`config.mk`:
```
export PLATFORM = sky130hd
export DESIGN_NAME = mole_hit_scorer_flat
export DESIGN_NICKNAME = d
export VERILOG_FILES = /design/src/rtl/mole_hit_scorer_pkg.sv /design/src/rtl/mole_hit_scorer_if.sv /design/src/rtl/mole_hit_scorer_bcd_updown_counter.sv /design/src/rtl/mole_hit_scorer.sv /design/src/flat_wrapper.sv
export SDC_FILE = /design/constraint.sdc
export NUM_CORES = 1
export LEC_CHECK = 0
export CAP_MARGIN = 20
export CORE_MARGIN = 1.5
export CORE_UTILIZATION = 35
export CTS_BUF_LIST = sky130_fd_sc_hd__clkbuf_4 sky130_fd_sc_hd__clkbuf_8
export CTS_CLUSTER_SIZE = 14
export DETAILED_ROUTE_END_ITERATION = 8
export MAX_ROUTING_LAYER = met4
export PLACE_DENSITY = 0.66
export SYNTH_ARGS = -nofsm -noshare
export SYNTH_HDL_FRONTEND = slang
export SYNTH_HIERARCHICAL = 1
export SYNTH_SLANG_ARGS = --single-unit
```
`constraint.sdc`:
```
create_clock -name clk -period 3.4 [get_ports clk]
set_input_delay 0.34 -clock clk [delete_from_list [all_inputs] [get_ports clk]]
set_output_delay 0.34 -clock clk [all_outputs]
set_load 0.005 [all_outputs]
```
`src/rtl/mole_hit_scorer_pkg.sv`:
```
// Shared types and LFSR helper for the whack-a-mole hit scorer.
package whack_a_mole_pkg;

  typedef enum logic [1:0] {
    IDLE    = 2'd0,
    DOWN    = 2'd1,
    ARMED   = 2'd2,
    WHACKED = 2'd3
  } scorer_state_t;

  // Galois form of x^16+x^14+x^13+x^11+1
  localparam logic [15:0] LFSR_TAPS = 16'hB400;

  function automatic logic [15:0] lfsr_next(input logic [15:0] s);
    return (s >> 1) ^ (s[0] ? LFSR_TAPS : 16'h0000);
  endfunction

endpackage

```
`src/rtl/mole_hit_scorer_if.sv`:
```
// Game-side signal bundle: game FSM levels and buttons in, LEDs/score/strobes out.
interface mole_hit_scorer_if #(
  parameter int NUM_HOLES    = 8,
  parameter int SCORE_DIGITS = 3
);
  logic                      game_in_progress;
  logic                      mole_clk;
  logic [NUM_HOLES-1:0]      hole_buttons;
  logic [NUM_HOLES-1:0]      mole_leds;
  logic [4*SCORE_DIGITS-1:0] score_bcd;
  logic                      hit_pulse;
  logic                      miss_pulse;

  modport master (
    output game_in_progress, mole_clk, hole_buttons,
    input  mole_leds, score_bcd, hit_pulse, miss_pulse
  );

  modport slave (
    input  game_in_progress, mole_clk, hole_buttons,
    output mole_leds, score_bcd, hit_pulse, miss_pulse
  );
endinterface

```
`src/rtl/mole_hit_scorer_bcd_updown_counter.sv`:
```
// Multi-digit BCD up/down counter; saturates at all 9s, floors at 0.
module bcd_updown_counter #(
  parameter int DIGITS = 3
) (
  input  logic                clk,
  input  logic                reset_n,
  input  logic                clr,
  input  logic                inc,
  input  logic                dec,
  output logic [4*DIGITS-1:0] q
);

  logic [4*DIGITS-1:0] r_q;
  logic [4*DIGITS-1:0] w_inc_val;
  logic [4*DIGITS-1:0] w_dec_val;
  logic                w_carry;
  logic                w_borrow;
  logic                w_max;
  logic                w_zero;

  // Ripple carry/borrow digit by digit; limits are judged on the whole value.
  always_comb begin
    w_inc_val = r_q;
    w_dec_val = r_q;
    w_carry   = 1'b1;
    w_borrow  = 1'b1;
    w_max     = 1'b1;
    w_zero    = 1'b1;
    for (int d = 0; d < DIGITS; d++) begin
      if (r_q[4*d +: 4] != 4'd9) w_max = 1'b0;
      if (r_q[4*d +: 4] != 4'd0) w_zero = 1'b0;
      if (w_carry) begin
        if (r_q[4*d +: 4] == 4'd9) begin
          w_inc_val[4*d +: 4] = 4'd0;
        end else begin
          w_inc_val[4*d +: 4] = r_q[4*d +: 4] + 4'd1;
          w_carry             = 1'b0;
        end
      end
      if (w_borrow) begin
        if (r_q[4*d +: 4] == 4'd0) begin
          w_dec_val[4*d +: 4] = 4'd9;
        end else begin
          w_dec_val[4*d +: 4] = r_q[4*d +: 4] - 4'd1;
          w_borrow            = 1'b0;
        end
      end
    end
  end

  always_ff @(posedge clk or negedge reset_n) begin
    if (!reset_n) begin
      r_q <= '0;
    end else if (clr) begin
      r_q <= '0;
    end else if (inc) begin
      if (!w_max) r_q <= w_inc_val;
    end else if (dec) begin
      if (!w_zero) r_q <= w_dec_val;
    end
  end

  assign q = r_q;

endmodule

```
`src/rtl/mole_hit_scorer.sv`:
```
// Whack-a-mole scorer: picks a hole per mole window, detects hits/misses, keeps a BCD score.
module mole_hit_scorer
  import whack_a_mole_pkg::*;
#(
  parameter int          NUM_HOLES    = 8,
  parameter int          SCORE_DIGITS = 3,
  parameter int          MISS_PENALTY = 1,
  parameter logic [15:0] LFSR_SEED    = 16'hACE1
) (
  input logic              clk,
  input logic              reset_n,
  mole_hit_scorer_if.slave io
);

  localparam int         IW      = $clog2(NUM_HOLES);
  localparam logic [IW:0] NH     = NUM_HOLES[IW:0];
  localparam int         NH_M1_I = NUM_HOLES - 1;
  localparam logic [IW:0] NH_M1  = NH_M1_I[IW:0];
  localparam logic [IW:0] ONE    = {{IW{1'b0}}, 1'b1};

  scorer_state_t        r_state;
  scorer_state_t        w_state_nxt;
  logic [15:0]          r_lfsr;
  logic                 r_gip_q;
  logic                 r_mole_q;
  logic [NUM_HOLES-1:0] r_btn_q;
  logic [IW:0]          r_cur_idx;
  logic [IW:0]          r_prev_idx;
  logic [NUM_HOLES-1:0] r_mole_leds;
  logic                 r_hit_pulse;
  logic                 r_miss_pulse;

  logic                 w_gip_rise;
  logic                 w_mole_rise;
  logic                 w_mole_fall;
  logic [NUM_HOLES-1:0] w_btn_rise;
  logic [IW:0]          w_raw;
  logic [IW:0]          w_idx;
  logic [IW:0]          w_cur_idx_nxt;
  logic [NUM_HOLES-1:0] w_cur_mask;
  logic [NUM_HOLES-1:0] w_arm_mask;
  logic [NUM_HOLES-1:0] w_leds_nxt;
  logic                 w_armed;
  logic                 w_hit;
  logic                 w_miss;
  logic                 w_arm;
  logic                 w_clr;
  logic                 w_inc;
  logic                 w_dec;

  assign w_gip_rise  = io.game_in_progress & ~r_gip_q;
  assign w_mole_rise = io.mole_clk & ~r_mole_q;
  assign w_mole_fall = ~io.mole_clk & r_mole_q;
  assign w_btn_rise  = io.hole_buttons & ~r_btn_q;

  // Fold the LFSR slice into range, then step off the previous hole.
  always_comb begin
    w_raw = {1'b0, r_lfsr[IW-1:0]};
    if (w_raw >= NH) w_raw = w_raw - NH;
    w_idx = w_raw;
    if (w_raw == r_prev_idx) w_idx = (w_raw == NH_M1) ? '0 : w_raw + ONE;
  end

  always_comb begin
    for (int i = 0; i < NUM_HOLES; i++) w_cur_mask[i] = (r_cur_idx == i[IW:0]);
  end

  // Correct-hole rise wins; any number of wrong rises makes a single miss.
  assign w_armed = io.game_in_progress & (r_state == ARMED);
  assign w_hit   = w_armed & (|(w_btn_rise & w_cur_mask));
  assign w_miss  = w_armed & ~w_hit & (|(w_btn_rise & ~w_cur_mask));

  always_ff @(posedge clk or negedge reset_n) begin
    if (!reset_n) r_state <= IDLE;
    else          r_state <= w_state_nxt;
  end

  always_comb begin
    w_state_nxt = r_state;
    w_arm       = 1'b0;
    if (!io.game_in_progress) begin
      w_state_nxt = IDLE;
    end else begin
      case (r_state)
        IDLE: begin
          if (w_gip_rise) begin
            if (w_mole_rise) begin
              w_state_nxt = ARMED;
              w_arm       = 1'b1;
            end else begin
              w_state_nxt = DOWN;
            end
          end
        end
        DOWN: begin
          if (w_mole_rise) begin
            w_state_nxt = ARMED;
            w_arm       = 1'b1;
          end
        end
        ARMED: begin
          if (w_hit)            w_state_nxt = w_mole_fall ? DOWN : WHACKED;
          else if (w_mole_fall) w_state_nxt = DOWN;
        end
        WHACKED: begin
          if (w_mole_fall) w_state_nxt = DOWN;
        end
        default: w_state_nxt = IDLE;
      endcase
    end
  end

  always_comb begin
    w_cur_idx_nxt = w_arm ? w_idx : r_cur_idx;
    for (int i = 0; i < NUM_HOLES; i++) w_arm_mask[i] = (w_cur_idx_nxt == i[IW:0]);
    w_leds_nxt = (w_state_nxt == ARMED) ? w_arm_mask : '0;
    w_clr      = io.game_in_progress & w_gip_rise & (r_state == IDLE);
    w_inc      = w_hit;
    w_dec      = w_miss & (MISS_PENALTY != 0);
  end

  always_ff @(posedge clk or negedge reset_n) begin
    if (!reset_n) begin
      r_lfsr       <= LFSR_SEED;
      r_gip_q      <= 1'b0;
      r_mole_q     <= 1'b0;
      r_btn_q      <= '0;
      r_cur_idx    <= '0;
      r_prev_idx   <= '0;
      r_mole_leds  <= '0;
      r_hit_pulse  <= 1'b0;
      r_miss_pulse <= 1'b0;
    end else begin
      r_lfsr       <= lfsr_next(r_lfsr);
      r_gip_q      <= io.game_in_progress;
      r_mole_q     <= io.mole_clk;
      r_btn_q      <= io.hole_buttons;
      r_cur_idx    <= w_cur_idx_nxt;
      if (w_arm) r_prev_idx <= w_idx;
      r_mole_leds  <= w_leds_nxt;
      r_hit_pulse  <= w_hit;
      r_miss_pulse <= w_miss;
    end
  end

  bcd_updown_counter #(.DIGITS(SCORE_DIGITS)) u_score (
    .clk     (clk),
    .reset_n (reset_n),
    .clr     (w_clr),
    .inc     (w_inc),
    .dec     (w_dec),
    .q       (io.score_bcd)
  );

  assign io.mole_leds  = r_mole_leds;
  assign io.hit_pulse  = r_hit_pulse;
  assign io.miss_pulse = r_miss_pulse;

endmodule

```
`src/flat_wrapper.sv`:
```
// flat-port wrapper written by rule: the top's interface ports become plain ports
module mole_hit_scorer_flat import whack_a_mole_pkg::*;
#(
  parameter int          NUM_HOLES    = 8,
  parameter int          SCORE_DIGITS = 3,
  parameter int          MISS_PENALTY = 1,
  parameter logic [15:0] LFSR_SEED    = 16'hACE1
)
  (clk, reset_n, io_game_in_progress, io_mole_clk, io_hole_buttons, io_mole_leds, io_score_bcd, io_hit_pulse, io_miss_pulse);
  mole_hit_scorer_if #(.NUM_HOLES(NUM_HOLES), .SCORE_DIGITS(SCORE_DIGITS)) io_i ();
  input logic clk;
  input logic reset_n;
  input wire logic [$bits(io_i.game_in_progress)-1:0] io_game_in_progress;
  input wire logic [$bits(io_i.mole_clk)-1:0] io_mole_clk;
  input wire logic [$bits(io_i.hole_buttons)-1:0] io_hole_buttons;
  output wire logic [$bits(io_i.mole_leds)-1:0] io_mole_leds;
  output wire logic [$bits(io_i.score_bcd)-1:0] io_score_bcd;
  output wire logic [$bits(io_i.hit_pulse)-1:0] io_hit_pulse;
  output wire logic [$bits(io_i.miss_pulse)-1:0] io_miss_pulse;
  assign io_i.game_in_progress = io_game_in_progress;
  assign io_i.mole_clk = io_mole_clk;
  assign io_i.hole_buttons = io_hole_buttons;
  assign io_mole_leds = io_i.mole_leds;
  assign io_score_bcd = io_i.score_bcd;
  assign io_hit_pulse = io_i.hit_pulse;
  assign io_miss_pulse = io_i.miss_pulse;
  mole_hit_scorer #(.NUM_HOLES(NUM_HOLES), .SCORE_DIGITS(SCORE_DIGITS), .MISS_PENALTY(MISS_PENALTY), .LFSR_SEED(LFSR_SEED)) u_core (.clk(clk), .reset_n(reset_n), .io(io_i));
endmodule
```
* Yosys cells after proc, flatten, opt, wreduce, memory -nomap -nowiden
Cells that the tools add are included.
** Cells by class
- Bitwise gates (word level) :: 19
- Muxes and demuxes :: 44
- Add/sub/neg operators :: 7
- Reduce and logical (&&, ||, !) cells :: 17
- Equal/unequal tests :: 30
** Operators by type and width (number)
- 12-bit two-way mux :: 5
- 4-bit two-way mux :: 13
- 4-bit by 3-bit equality test with 1-bit output, second input constant :: 8
- 8-bit AND :: 3
- 4-bit zero test :: 5
- 4-bit by 2-bit equality test with 1-bit output, second input constant :: 4
- 16-bit two-way mux :: 1
- 8-bit inverter :: 2
- 8-bit OR reduction :: 2
- 15-bit by 16-bit XOR with 16-bit output :: 1
- 1-bit two-way mux :: 15
- 2-bit two-way mux :: 7
- 4-bit by 1-bit adder with 4-bit output, second input constant :: 3
- 4-bit equality test, second input constant :: 3
- 4-bit != test, second input constant :: 3
- 4-bit nonzero test :: 3
- 4-bit by 1-bit subtractor with 4-bit output, second input constant :: 3
- 5-bit AND reduction :: 2
- 1-bit AND :: 9
- 3-bit != test, second input constant :: 3
- 3-bit nonzero test :: 3
- 4-bit by 1-bit equality test with 1-bit output, second input constant :: 2
- 8-bit two-way mux :: 1
- 2-bit one-hot mux with 4 select lines :: 1
- other kinds (10) :: 15
** Storage, ports and cells
- Bits in registers :: 58
- Logic and storage cells :: 130
- Output and inout port bits :: 22
- Input bits :: 12

* Depth between registers and ports, before layout
Gate-level depths: netlist of the first run.
- Word-level depth :: 11
- Mapped depth :: 12
- Depth with buffers taken out :: 10

* By module
The synthesis of the first run kept the hierarchy.
** By module, submodules not included
- mole_hit_scorer :: cells an instance 168, area each 1980.6 um^2, times used 1, sequential area each 1161.1 um^2
- bcd_updown_counter :: cells an instance 124, area each 1107.3 um^2, times used 1, sequential area each 300.3 um^2

* Least setup slack after synthesis of the first run
Ideal clock, no wire load.
- Path type :: register -> register
- From :: register u_core.r_cur_idx[0]
- To :: register u_core.u_score.r_q[10] (netlist: u_core/u_score/q[10])
- Required time :: 3275 ps
- Stages on the path, launching flop included :: 11
- Library setup time :: 125 ps
- Path buffers :: 1
- Period minus slack after synthesis :: 2941 ps
- Data arrival time :: 2815 ps
- Path slack :: 459 ps
- Cell sequence :: dfrtp_1 > buf_4 > inv_2 > mux4_2 > or3b_4 > a21oi_4 > nor2_1 > nand4_1 > o21ai_2 > a211o_4 > mux2_4
** On the way
- Cells in the longest elaborated chain, start to end :: 9
** Ends and longest elaborated chain
- start: declaration :: RTL line mole_hit_scorer.sv:27 : logic [IW:0] r_cur_idx;
- start signal: assignment :: RTL line mole_hit_scorer.sv:138 : r_cur_idx <= w_cur_idx_nxt;
- 4-bit by 1-bit equality test with 1-bit output (tied with other cells) :: RTL line mole_hit_scorer.sv:65 : for (int i = 0; i < NUM_HOLES; i++) w_cur_mask[i] = (r_cur_idx == i[IW:0]);
- 8-bit AND (*) :: RTL line mole_hit_scorer.sv:70 : assign w_hit = w_armed & (|(w_btn_rise & w_cur_mask));
- 8-bit OR reduction (*) :: RTL line mole_hit_scorer.sv:70
- 1-bit AND (*) :: RTL line mole_hit_scorer.sv:70
- net u_core.w_hit :: RTL line mole_hit_scorer.sv:44 : logic w_hit;
- 1-bit inverter :: RTL line mole_hit_scorer.sv:71 : assign w_miss = w_armed & ~w_hit & (|(w_btn_rise & ~w_cur_mask));
- 1-bit AND (2 in a row) :: RTL line mole_hit_scorer.sv:71
- 3-bit nonzero test (no source line)
- 5-bit AND reduction (no source line)
- end signal: assignment :: RTL line mole_hit_scorer_bcd_updown_counter.sv:57 : if (!w_max) r_q <= w_inc_val;
- end signal: assignment :: RTL line mole_hit_scorer_bcd_updown_counter.sv:59 : if (!w_zero) r_q <= w_dec_val;
- end: declaration :: RTL line mole_hit_scorer_bcd_updown_counter.sv:13 : logic [4*DIGITS-1:0] r_q;
The timed path passes the listed nets; every way through them passes the cells marked *.
A chain may end at the register's enable or synchronous reset.

* Worst setup path in the final report of the first run
Same ends and word-level chain as after synthesis.

==> out/metrics.cfg, run 1 <==
[floorplanning]
initial_utilization_pct=35.8
io_pins=34
num_rows=34
fp.dieArea_um2=9400
die_x_um=96.9
core_area_um2=8640
die_h_um=96.9

[worst_setup_path]
regToRegEndpoint=u_core/u_score/q[10]$_DFFE_PN0P_
worstSetupPathType=register to register
r2r_setup_slack_ps=430
crit_required_ps=3620
cp-start-kind=register
critPathMaxFanout=9
reg2reg_from=u_core/r_cur_idx[0]$_DFF_PN0_
slowest_stage=mux4_2
path_cells=inv_2, mux4_2, or3b_4, a21oi_4, nor2_1, a41oi_2, o21ai_2, a211o_4, mux2_4
crit_family=compound AO/OA/AOI/OAI gates
path_depth=9
reg2reg_depth=9
critPathCaptureType=register
max_stage_delay_ps=520
timing.critical_path.from=u_core/r_cur_idx[0]$_DFF_PN0_
crit_arrival_ps=3180
path_buf_inv=1
endpoint=u_core/u_score/q[10]$_DFFE_PN0P_

[grt]
overflow=0
grt_pass1_vias=2255
gr-usage-met3_pct=4.19
grt_max_degree=32
met2_usage_pct=20.5
grt_busiest_layer=met1
use_met1_pct=21.2
grt_pass1_wl_um=11200
grtUsageTotal_pct=15.2
grt_antenna_before_repair=0

[timing]
max_clock_freq_ghz=0.337
worst_slew_pin_slew_ps=639
drv_slew=0
rsz0062_at_grt=no
maxSlewHeadroom_pct=57.4
finalSetupViolations=0
clock_skew_ps=5.64
timing.final.crit_share_pct=87.2
min_period_ps=2970
tns_ps=0
finalHoldViolations=0

[final_layout]
final_cells=439
final_cell_mix=dfrtp_1 (50), clkdlybuf4s50_1 (32), nor2_1 (22)
syn_to_final_growth_pct=20.1
drive_gt1_share_pct=16.3
n_fill_cell=826
final_common_cell=dfrtp_1
num_antenna_cells=0
num-nets-final=344

[synth]
synth_cell_type_count=67
synth-seq-area-share_pct=47.3
synth-edff-count=0
synth_flop_cell=dfrtp_1
syn_area_um2=3090
synth_nets=310
netlist_instances=292
ys_seq_elements=58
yosysWarnings=6
synth_area_leader_cell=dfrtp_1
syn_avg_cell_area_um2=10.6
synth_area_leaders=dfrtp_1 (41%), dfstp_2 (6.8%), nand2b_1 (2.8%), nor2_1 (2.7%), nor3_1 (2.6%)
synthArstFlopShare_pct=100
synth_top_cell_area_share_pct=40.5

[routing]
ant_nets=0
avgViaCountPerCell=5.37
drt_first_iter_violations=116
wl_per_cell_um=14.8
route.vias.total=2357
drc=0
routed_wirelength_um=6510
drt_pass1_iterations=4

[run_status]
status=complete, no violations

[clock_network]
cts_resized=0
cts_buffer_depth=2
cts_root_buffer=clkbuf_8
cts_sinks=58
clk_latency_ps=330
cts_max_level=3
cts_buffers=9
post_cts_buffers=0
clkTransAtPathRegs_ps=60
cts_tree=built
holdBufCountCts=0

[flow_run]
drv_cap=0

[power_and_ir_drop]
ir_drop_uv=236
power.density_nw_per_um2=688
power.total_uw=2550
p_leak_uw=0.00156

[place]
port_buffers=33
dp_hpwl_um=4630
dp_cells=423
place_congestion=0.907

[min_path]
worstHoldPathType=input port to async pin

## stage by stage
step	setup WS (ps)	instance area (um^2)	hold slack (ps)	utilization, %
6_report	435	3710	27.9	43.0
5_1_grt	226	3710	51.7	43.0
4_1_cts	442	3710	32.9	43.0
3_5_place_dp	133	3510	337	40.6
3_3_place_gp	216	3510	341	40.6
2_1_floorplan	459	3090	44.4	-
## state kept, by name, indices dropped and copies added, names as in the netlist
signal,flops
u_core/r_lfsr,16
u_core/u_score/q,12
u_core/io.mole_leds,8
u_core/r_btn_q,8
u_core/r_cur_idx,4
u_core/r_prev_idx,4
u_core/r_state,2
u_core/io.hit_pulse,1
u_core/io.miss_pulse,1
u_core/r_gip_q,1
u_core/r_mole_q,1
## worst reg2reg max path: cells and delay by family (launching register included)
kind	cells	cell delay, ps
AO/OA/AOI/OAI	4	900
buffers and inverters	1	120
flip-flops	1	490
multiplexers	2	820
AND/OR/NAND/NOR	2	520
## worst min-delay path by stage
stage / slack (ps) / to / startpoint
final: 30 / u_core/r_lfsr[12]$_DFF_PN0_ / reset_n
after global routing: 50 / u_core/r_lfsr[12]$_DFF_PN0_ / reset_n
after CTS: 30 / u_core/r_lfsr[9]$_DFF_PN0_ / reset_n
after detailed placement: 340 / u_core/r_lfsr[2]$_DFF_PN0_ / u_core/r_lfsr[3]$_DFF_PN0_
after global placement: 340 / u_core/r_lfsr[2]$_DFF_PN0_ / u_core/r_lfsr[3]$_DFF_PN0_
after floorplan: 40 / u_core/io.hit_pulse$_DFF_PN0_ / reset_n
## per-layer routing
metal | vias up | wire length (um)
met3 | 4 | 266
met5 | - | 0
met1 | 1162 | 3270
met2 | 42 | 2910
li1 | 1149 | -
met4 | 0 | 65
## final cells by class
class	count	area [um^2]	share of cell area (%)
clock inverters	6	65.1	1.75
multi-input cells	207	1500	40.4
repair buffers	39	370	9.98
flip-flops and latches	58	1460	39.4
clock buffers	10	138	3.71
inverters	11	41.3	1.11
well taps	108	135	3.64
## logic make-up (layout without fill, tap and decap cells)
group	count (synthesis)	count (layout)	share of synthesized area, %
XOR/XNOR	12	12	3.40
AND/OR/NAND/NOR	105	105	19.5
multiplexers	16	16	6.52
flip-flops	58	58	47.3
buffers and inverters	27	66	4.34
adder cells (fa/ha/maj)	6	6	2.43
AO/OA/AOI/OAI	68	68	16.5
## cells in the mapped netlist, types with 2 or more instances
| cell | number |
|---|---|
| dfrtp_1 | 50 |
| nor2_1 | 22 |
| nor3_1 | 16 |
| nand2b_1 | 14 |
| o21ai_0 | 12 |
| a21oi_1 | 11 |
| nand2_1 | 11 |
| inv_1 | 10 |
| dfstp_2 | 8 |
| mux2i_1 | 7 |
| a31oi_1 | 6 |
| ha_1 | 6 |
| nand3_1 | 6 |
| xnor2_1 | 6 |
| xor2_1 | 6 |
| a211oi_1 | 5 |
| buf_2 | 5 |
| buf_4 | 5 |
| clkbuf_1 | 5 |
| mux2_4 | 5 |
| nor2b_1 | 5 |
| nand4_1 | 4 |
| nor3b_1 | 4 |
| nor4_1 | 4 |
| and4bb_2 | 3 |
| mux2_2 | 3 |
| o31ai_1 | 3 |
| a221oi_1 | 2 |
| a311oi_1 | 2 |
| and2_1 | 2 |
| and4_1 | 2 |
| o2111ai_1 | 2 |
| o211ai_1 | 2 |
| o21a_1 | 2 |
| o22ai_1 | 2 |
| o31a_1 | 2 |
| o41ai_1 | 2 |
## power by group
group	internal (uW)	total (uW)	switching, uW
Clock	359	641	282
Sequential	794	1040	244
Combinational	488	872	384
(Power assumes the default switching activity.)
==> run 2, diff against run 1 <==
--- a/config.mk
+++ b/config.mk
@@ -12,7 +12,7 @@
 export CTS_CLUSTER_SIZE = 14
 export DETAILED_ROUTE_END_ITERATION = 8
 export MAX_ROUTING_LAYER = met4
-export PLACE_DENSITY = 0.66
+export PLACE_DENSITY = 0.68
 export SYNTH_ARGS = -nofsm -noshare
 export SYNTH_HDL_FRONTEND = slang
 export SYNTH_HIERARCHICAL = 1
==> constraint.sdc (replaced) <==
create_clock -name clk -period 2.6 [get_ports clk]
set_input_delay 0.26 -clock clk [delete_from_list [all_inputs] [get_ports clk]]
set_output_delay 0.26 -clock clk [all_outputs]
set_load 0.005 [all_outputs]
==> out/metrics.cfg, run 2 (same netlist as run 1, synthesis figures left out) <==
[run_status]
status=finished with violations  ; was complete, no violations
violations=setup timing

[worst_setup_path]
crit_family=compound AO/OA/AOI/OAI gates  ; unchanged
critPathMaxFanout=7  ; was 9
worstSetupPathType=input port to register  ; was register to register
path_cells=clkdlybuf4s50_1, nand2b_4, mux4_2, or3b_4, a21oi_4, buf_12, nor2_4, a41oi_4, o21ai_4, a211o_4, mux2_4  ; was inv_2, mux4_2, or3b_4, a21oi_4, nor2_1, a41oi_2, o21ai_2, a211o_4, mux2_4
crit_required_ps=2820  ; was 3620 ps
crit_arrival_ps=2990  ; was 3180 ps
critPathCaptureType=register  ; unchanged
cp-start-kind=input port  ; was register
max_stage_delay_ps=530  ; was 520 ps
path_buf_inv=2  ; was 1
slowest_stage=clkdlybuf4s50_1  ; was mux4_2

[final_layout]
syn_to_final_growth_pct=31.4  ; was 20.1%
num_antenna_cells=0  ; unchanged
drive_gt1_share_pct=26.7  ; was 16.3%
final_util_pct=47.0  ; was 43.0%
largest_register_ff_count=16  ; unchanged
num-nets-final=369  ; was 344
registers.top_by_ff_count=u_core/r_lfsr  ; unchanged
final_cell_mix=dfrtp_1 (50), clkdlybuf4s50_1 (32), buf_4 (26)  ; was dfrtp_1 (50), clkdlybuf4s50_1 (32), nor2_1 (22)
finish.instance_area_um2=4060  ; was 3710 um^2
n_fill_cell=794  ; was 826
final_cells=464  ; was 439
final_common_cell=dfrtp_1  ; unchanged

[clock_network]
cts_buffers=9  ; unchanged
cts_tree=built  ; unchanged
cts_root_buffer=clkbuf_8  ; unchanged
cts_sinks=58  ; unchanged
holdBufCountCts=0  ; unchanged
cts_buffer_depth=2  ; unchanged
clkTransAtPathRegs_ps=70  ; was 60 ps
cts_max_level=3  ; unchanged
clk_latency_ps=330  ; about the same

[place]
dp_cells=445  ; was 423
postPlaceCellArea_um2=3680  ; was 3510 um^2
place_congestion=0.851  ; was 0.907
dp_hpwl_um=4690  ; was 4630 um
port_buffers=33  ; unchanged

[routing]
routed_wirelength_um=6810  ; was 6510 um
drt_first_iter_violations=172  ; was 116
route.vias.total=2522  ; was 2357
drc=0  ; unchanged
ant_nets=0  ; unchanged
drt_pass1_iterations=4  ; unchanged
wl_per_cell_um=14.7  ; was 14.8 um
avgViaCountPerCell=5.44  ; was 5.37

[floorplanning]
initial_utilization_pct=35.8  ; unchanged
num_rows=34  ; unchanged
fp.dieArea_um2=9400  ; unchanged
die_h_um=96.9  ; unchanged
io_pins=34  ; unchanged
die_x_um=96.9  ; unchanged
core_area_um2=8640  ; unchanged

[flow_run]
drv_cap=0  ; unchanged

[grt]
overflow=0  ; unchanged
grt_pass1_wl_um=11400  ; was 11200 um
grt_max_degree=46  ; was 32
grtUsageTotal_pct=15.4  ; was 15.2%
grt_pass1_vias=2366  ; was 2255
grt_antenna_before_repair=0  ; unchanged

[timing]
clock_skew_ps=9.11  ; was 5.64 ps
drv_slew=0  ; unchanged
timing.final.crit_share_pct=107
worst_slew_pin_slew_ps=969  ; was 639 ps
tns_ps=-1250  ; was 0 ps
min_period_ps=2770
rsz0062_at_grt=yes  ; was no
maxSlewHeadroom_pct=35.4  ; was 57.4%
finalHoldViolations=0  ; unchanged
max_clock_freq_ghz=0.360
setup_slack_ps=-174  ; was 435 ps
finalSetupViolations=9  ; was 0

[power_and_ir_drop]
combPwrFrac_pct=36.8  ; was 34.2%
internal_power_uw=2360  ; was 1640 uW
p_clk_share_pct=25.6  ; was 25.1%
switchingPower_uw=1220  ; was 910 uW
power.density_nw_per_um2=883  ; was 688 nW/um^2
p_leak_uw=0.00173  ; was 0.00156 uW
ir_drop_uv=357  ; was 236 uV
sequentialPowerShare_pct=37.7  ; was 40.7%
sw_frac_of_total_pct=34.2  ; was 35.7%

[min_path]
worstHoldPathType=input port to async pin  ; unchanged

[run 2: cell type report]
class | instances | area, um^2 | area share [%]
multi-input cells | 207 | 1600 | 39.5
flip-flops and latches | 58 | 1460 | 36.0
repair buffers | 64 | 594 | 14.6
clock buffers | 11 | 145 | 3.58
well taps | 108 | 135 | 3.33
clock inverters | 5 | 77.6 | 1.91
inverters | 11 | 41.3 | 1.02
[run 2: power by group through the flow]
stage,sequential [uW],combinational [uW],clock [uW]
2_1_floorplan,1190,954,0
3_3_place_gp,1340,1210,0
3_5_place_dp,1350,1230,0
4_1_cts,1340,1260,938
5_1_grt,1390,1450,975
6_report,1350,1320,916
[run 2: path summary, 6_finish.rpt]
| check | startpoint | to | slack, ps | cells after the start |
|---|---|---|---|---|
| max | io_hole_buttons[6] | u_core/u_score/q[10]$_DFFE_PN0P_ | -170 | 11 |
| min | reset_n | u_core/r_lfsr[12]$_DFF_PN0_ | 80 | 1 |
| max reg2reg | u_core/r_btn_q[6]$_DFF_PN0_ | u_core/u_score/q[10]$_DFFE_PN0P_ | -160 | 10 |
| min reg2reg | u_core/r_lfsr[9]$_DFF_PN0_ | u_core/r_lfsr[8]$_DFF_PN0_ | 340 | 0 |
| max in group asynchronous | reset_n | u_core/r_btn_q[7]$_DFF_PN0_ | 1820 | 2 |
| min in group clk | u_core/r_lfsr[9]$_DFF_PN0_ | u_core/r_lfsr[8]$_DFF_PN0_ | 340 | 0 |
[run 2: repair_timing]
action                     in CTS  in global routing
pin swaps                       4                  5
setup buffers                   2                  1
resized for setup               8                 19
setup endpoints to repair      11                 12
gates cloned                    0                  0
[run 2: routing by layer]
layer	global-route usage (%)	wire length [um]	vias to the layer above
met2	21.7	3050	68
met4	6.91	118	0
met1	21.0	3340	1253
met3	3.90	303	11
li1	-	-	1190
met5	-	0	-
[run 2: per-stage QoR]
step / setup WS (ps) / total power (uW) / hold WS (ps)
global placement: -422 / 2550 / 335
detailed placement: -560 / 2590 / 335
global route: -238 / 3820 / 147
CTS: -194 / 3540 / 114
floorplan: -323 / 2140 / -35.6
finish: -174 / 3580 / 77.6
